[src/rtl/parity_pkg.sv]
// parity_pkg: shared FSM state type for the parity stream accumulator
package parity_pkg;
  typedef enum logic {ACC, FULL} state_e;
endpackage

[src/rtl/xor_reduce.sv]
// xor_reduce: balanced combinational XOR tree over a WIDTH-bit word
//   in  [WIDTH-1:0]  word to reduce
//   out              XOR of all bits of in
module xor_reduce #(
  parameter int WIDTH = 5
) (
  input  logic [WIDTH-1:0] in,
  output logic             out
);
  localparam int LG = (WIDTH > 1) ? $clog2(WIDTH) : 0;
  localparam int P = 1 << LG;
  // Heap-ordered tree: leaves at P..2P-1 (padded with zeros), root at 1.
  logic node [1:2*P-1];
  for (genvar i = 0; i < P; i++) begin : g_leaf
    if (i < WIDTH) begin : g_in
      assign node[P+i] = in[i];
    end else begin : g_pad
      assign node[P+i] = 1'b0;
    end
  end
  for (genvar i = 1; i < P; i++) begin : g_node
    assign node[i] = node[2*i] ^ node[2*i+1];
  end
  assign out = node[1];
endmodule

[src/rtl/parity_stream_acc.sv]
// parity_stream_acc: folds word parity over a frame, emits parity + saturating beat count
//   in_valid/in_ready/in_data/in_last     input beat stream
//   out_valid/out_ready/out_parity/out_count  one result per frame
module parity_stream_acc
  import parity_pkg::*;
#(
  parameter int WIDTH = 5,
  parameter int CW    = 8,
  parameter bit ODD   = 1'b0
) (
  input  logic             clk,
  input  logic             rst_n,
  input  logic             in_valid,
  output logic             in_ready,
  input  logic [WIDTH-1:0] in_data,
  input  logic             in_last,
  output logic             out_valid,
  input  logic             out_ready,
  output logic             out_parity,
  output logic [CW-1:0]    out_count
);
  function automatic logic [CW-1:0] sat_inc(input logic [CW-1:0] c);
    return (&c) ? c : c + 1'b1;
  endfunction
  state_e          state_q, state_d;
  logic            acc_q, acc_d;
  logic [CW-1:0]   cnt_q, cnt_d;
  logic            out_parity_q, out_parity_d;
  logic [CW-1:0]   out_count_q, out_count_d;
  logic            wp, take, fin;
  xor_reduce #(.WIDTH(WIDTH)) u_xor (.in(in_data), .out(wp));
  // A pending result only blocks input while the sink is stalling it.
  assign in_ready   = (state_q == ACC) | out_ready;
  assign out_valid  = state_q == FULL;
  assign out_parity = out_parity_q;
  assign out_count  = out_count_q;
  assign take = in_valid & in_ready;
  assign fin  = take & in_last;
  always_comb begin
    acc_d        = fin ? 1'b0 : take ? acc_q ^ wp : acc_q;
    cnt_d        = fin ? '0 : take ? sat_inc(cnt_q) : cnt_q;
    out_parity_d = fin ? acc_q ^ wp ^ ODD : out_parity_q;
    out_count_d  = fin ? sat_inc(cnt_q) : out_count_q;
    state_d      = fin ? FULL : out_ready ? ACC : state_q;
  end
  always_ff @(posedge clk or negedge rst_n) begin
    if (!rst_n) begin
      state_q      <= ACC;
      acc_q        <= 1'b0;
      cnt_q        <= '0;
      out_parity_q <= 1'b0;
      out_count_q  <= '0;
    end else begin
      state_q      <= state_d;
      acc_q        <= acc_d;
      cnt_q        <= cnt_d;
      out_parity_q <= out_parity_d;
      out_count_q  <= out_count_d;
    end
  end
endmodule

[config.mk]
export PLATFORM = sky130hd
export DESIGN_NAME = parity_stream_acc
export DESIGN_NICKNAME = d
export VERILOG_FILES = /design/src/rtl/parity_pkg.sv /design/src/rtl/xor_reduce.sv /design/src/rtl/parity_stream_acc.sv
export SDC_FILE = /design/constraint.sdc
export NUM_CORES = 1
export LEC_CHECK = 0
export CAP_MARGIN = 20
export CORE_AREA = 2 2 50 52
export DETAILED_ROUTE_END_ITERATION = 10
export DIE_AREA = 0 0 52 54
export GPL_ROUTABILITY_DRIVEN = 0
export MAX_ROUTING_LAYER = met4
export PLACE_DENSITY = 0.76
export SYNTH_ARGS = -nofsm -noshare
export SYNTH_HDL_FRONTEND = slang
export SYNTH_SLANG_ARGS = --single-unit
[constraint.sdc]
create_clock -name clk -period 1.9 [get_ports clk]
set_clock_uncertainty 0.05 [all_clocks]
set_input_delay 0.38 -clock clk [delete_from_list [all_inputs] [get_ports clk]]
set_output_delay 0.38 -clock clk [all_outputs]
set_load 0.02 [all_outputs]
==> results.tsv <==
stage	metric	value	unit
synthesis	Synth area leader	dfrtp_1	
synthesis	Synth Warn #	0	
clocking	Clock Latency Late Sink	0.31	ns
final_layout	Core Util, Final	58.7	%
placement	Post-Place Worst Slack	-0.154	ns
grt	first-pass GRT wire length	3760	um
power_and_ir_drop	Switching Share	32.2	%
final_layout	antenna cell count	0	
clocking	Root Driver	clkbuf_4	
synthesis	Post-Synth Simple-Gate Area	19.3	%
detailed_routing	drt first pass iters	4	
timing	Slew Limit Fails	0	
timing	Peak Freq	0.571	GHz
placement	DP Area	1340	sq um
clocking	TritonCTS clock tree	done	
detailed_routing	wirelength, routed	2230	um
worst_setup_path	crit path DAT	1.32	ns
run_status	status	finished clean	
clocking	CTS buffer count	3	
power_and_ir_drop	cell-internal power	0.000706	W
clocking	clock sinks	19	
grt	pin count of the biggest net entering global routing	20	
synthesis	flops & latches, synth	19	
worst_setup_path	worst reg2reg path depth	5	
power_and_ir_drop	Cell Pwr Density	764	nW/um^2
clocking	H-tree Lvls	1	
final_layout	Final #Nets	142	
timing	Min Hold Slack	0.346	ns
power_and_ir_drop	Max IR drop VDD	0.439	mV
floorplanning	die area	2810	sq um
synthesis	dominant cells by area after synthesis	dfrtp_1 45%, xnor2_1 4.1%, a21oi_1 3.3%	
timing	final setup margin	0.148	ns
clocking	Worst-path clk slew	0.11	ns
worst_setup_path	CP Launch Type	register	
power_and_ir_drop	final total power	0.00104	W
synthesis	post-synthesis sequential area ratio	44.9	%
hold_path	worst min path class	in -> async	
final_layout	area growth from synthesis to layout	28.7	%
synthesis	Distinct cells, synth	40	
flow_run	max_cap viols	0	
synthesis	syn_area_per_cell	10.1	sq um
detailed_routing	Vias/cell	5.54	
grt	gr ovfl total	0	
synthesis	post-synthesis xor/xnor area fraction	7.92	%
clocking	CTS max path bufs	2	
placement	DP Wirelength	1670	um
synthesis	post-synth top area share	44.9	%
worst_setup_path	Worst path max stage delay	0.62	ns
detailed_routing	1st-iter DRT viols	38	
worst_setup_path	Worst EP required	1.47	ns
synthesis	area share of fa/ha/maj cells after synthesis	1.18	%
timing	Worst Tran Pin Value	0.348	ns
synthesis	syn nets	116	
timing	crit path time final	1.75	ns
worst_setup_path	CP delay by family, top	buffers and inverters	
floorplanning	die height	54	um
floorplanning	chip width	52	um
synthesis	Post-synth EDFFs	0	
placement	# port buffers	20	
worst_setup_path	instance count on the critical path	1	
power_and_ir_drop	clock power share	20.8	%
detailed_routing	Post-DRT Antenna Nets	0	
worst_setup_path	CP Capture Type	output pin	
detailed_routing	vias	886	
detailed_routing	drc violations	0	
synthesis	Synth async-reset ratio	100	%
clocking	post-cts resize count	1	
detailed_routing	Wirelength per Cell	13.9	um
power_and_ir_drop	Flop pwr share	47.7	%
clocking	hold_buf cts	0	
power_and_ir_drop	net switching power figure	0.000335	W
synthesis	Top FF cell, synth	dfrtp_1	
floorplanning	number of I/O pins	21	
power_and_ir_drop	LEAKAGE	0.609	nW
floorplanning	Core Rows	18	
grt	number of global-route vias before repair	840	
timing	final setup fails	0	
grt	total global-route track usage	19.0	%
synthesis	Syn Std Cell Area	1060	sq um
synthesis	Mapped Cells	105	
timing	period utilization	92.2	%
floorplanning	starting density of the core	45.6	%
clocking	Post-CTS Repair Setup Buffers	0	
synthesis	Post-synth top cells	19 x dfrtp_1, 9 x nand2_1, 7 x a21oi_1, 7 x nand3_1, 7 x nor2_1	
worst_setup_path	WS Path Type	reg -> out	
power_and_ir_drop	Comb pwr share	31.5	%
synthesis	post-synthesis mux area share	3.43	%
final_layout	post-route cell area	1360	sq um
floorplanning	Core ar.	2320	sq um
final_layout	layout cell share with drive strength beyond 1	13.8	%
worst_setup_path	slowest CP cell	clkdlybuf4s50_1	
worst_setup_path	crit-path max FO	2	
grt	initial antenna violation count	0	
timing	Worst slew margin	76.5	%
synthesis	count leader, synth	dfrtp_1	
timing	Hold Violations, Final	0	
timing	RSZ-0062 raised after global routing	no	
worst_setup_path	Buf/Inv on CP	1	
synthesis	largest family of logic cells by synthesized area	simple AND/OR/NAND/NOR gates	
worst_setup_path	CP Cell Sequence	clkdlybuf4s50_1	
synthesis	Compound-Gate Fraction of Synth Area	18.7	%
-- flip-flops by register name, summed over array words and instances, names as in the netlist --
register,flops
out_count,8
acc_q,1
out_valid,1
cnt_q,8
out_parity,1
-- cell families (layout without fill, tap and decap cells) --
logic type	Yosys count	after routing
multiplexers	3	3
AND/OR/NAND/NOR	35	35
AO/OA/AOI/OAI	30	30
XOR/XNOR	7	7
flip-flops	19	19
buffers and inverters	10	35
adder cells (fa/ha/maj)	1	1
-- layer usage --
metal,global-route usage [%],vias to the layer above,wire [um]
met1,23.7,412,978
met4,10.1,0,53
met2,30.6,41,1060
met5,-,-,0
li1,-,428,-
met3,1.94,5,138
-- cells in the final DEF, fill, tap and decap left out, drive strengths merged --
cell,instances
or2,2
nor3,1
nand2,9
nor4b,2
o2111ai,1
dlygate4sd2,1
xnor3,1
o22a,2
and2,1
nand4,2
inv,5
o22ai,3
o31ai,2
a32o,1
mux2,2
nand2b,1
o21ai,8
nor2,7
xnor2,6
nand3,7
a211oi,1
dfrtp,19
nor2b,1
a21oi,7
buf,6
a31oi,2
a21o,2
mux2i,1
ha,1
and3,2
clkinv,1
o211ai,1
clkdlybuf4s50,19
clkbuf,3
-- power by group through the flow --
stage	Sequential [W]	Clock, W	Combinational [W]
6_report	0.000496	0.000217	0.000328
3_5_place_dp	0.000502	0	0.000332
2_1_floorplan	0.000537	0	0.000147
4_1_cts	0.000494	0.000216	0.000331
5_1_grt	0.000502	0.000231	0.000360
3_3_place_gp	0.000497	0	0.000319
-- per-stage QoR --
step                      instances  setup TNS [ns]
after floorplan                 105               0
final                           160               0
after global routing            160               0
after detailed placement        156          -0.322
after CTS                       160               0
after global placement          156          -0.245
-- path summary, 6_finish.rpt --
check	startpoint	end	slack (ns)
max	out_parity$_DFFE_PN0P_	out_parity	0.15
max in group asynchronous	rst_n	cnt_q[3]$_DFFE_PN0P_	1.26
min reg2reg	out_count[4]$_DFFE_PN0P_	out_count[4]$_DFFE_PN0P_	0.44
min in group clk	out_count[4]$_DFFE_PN0P_	out_count[4]$_DFFE_PN0P_	0.44
min	rst_n	cnt_q[7]$_DFFE_PN0P_	0.35
max reg2reg	cnt_q[1]$_DFFE_PN0P_	cnt_q[0]$_DFFE_PN0P_	0.21
-- area by class of cell --
class	instances	area (sq um)
tap	30	37.5
timing repair buffer	26	269
sequential	19	475
clock buffer	3	22.5
inverter	5	18.8
fill	193	957
clock inverter	1	5.00
multi-input combinational	76	534
Note: power is estimated with default switching activity, not from simulation.
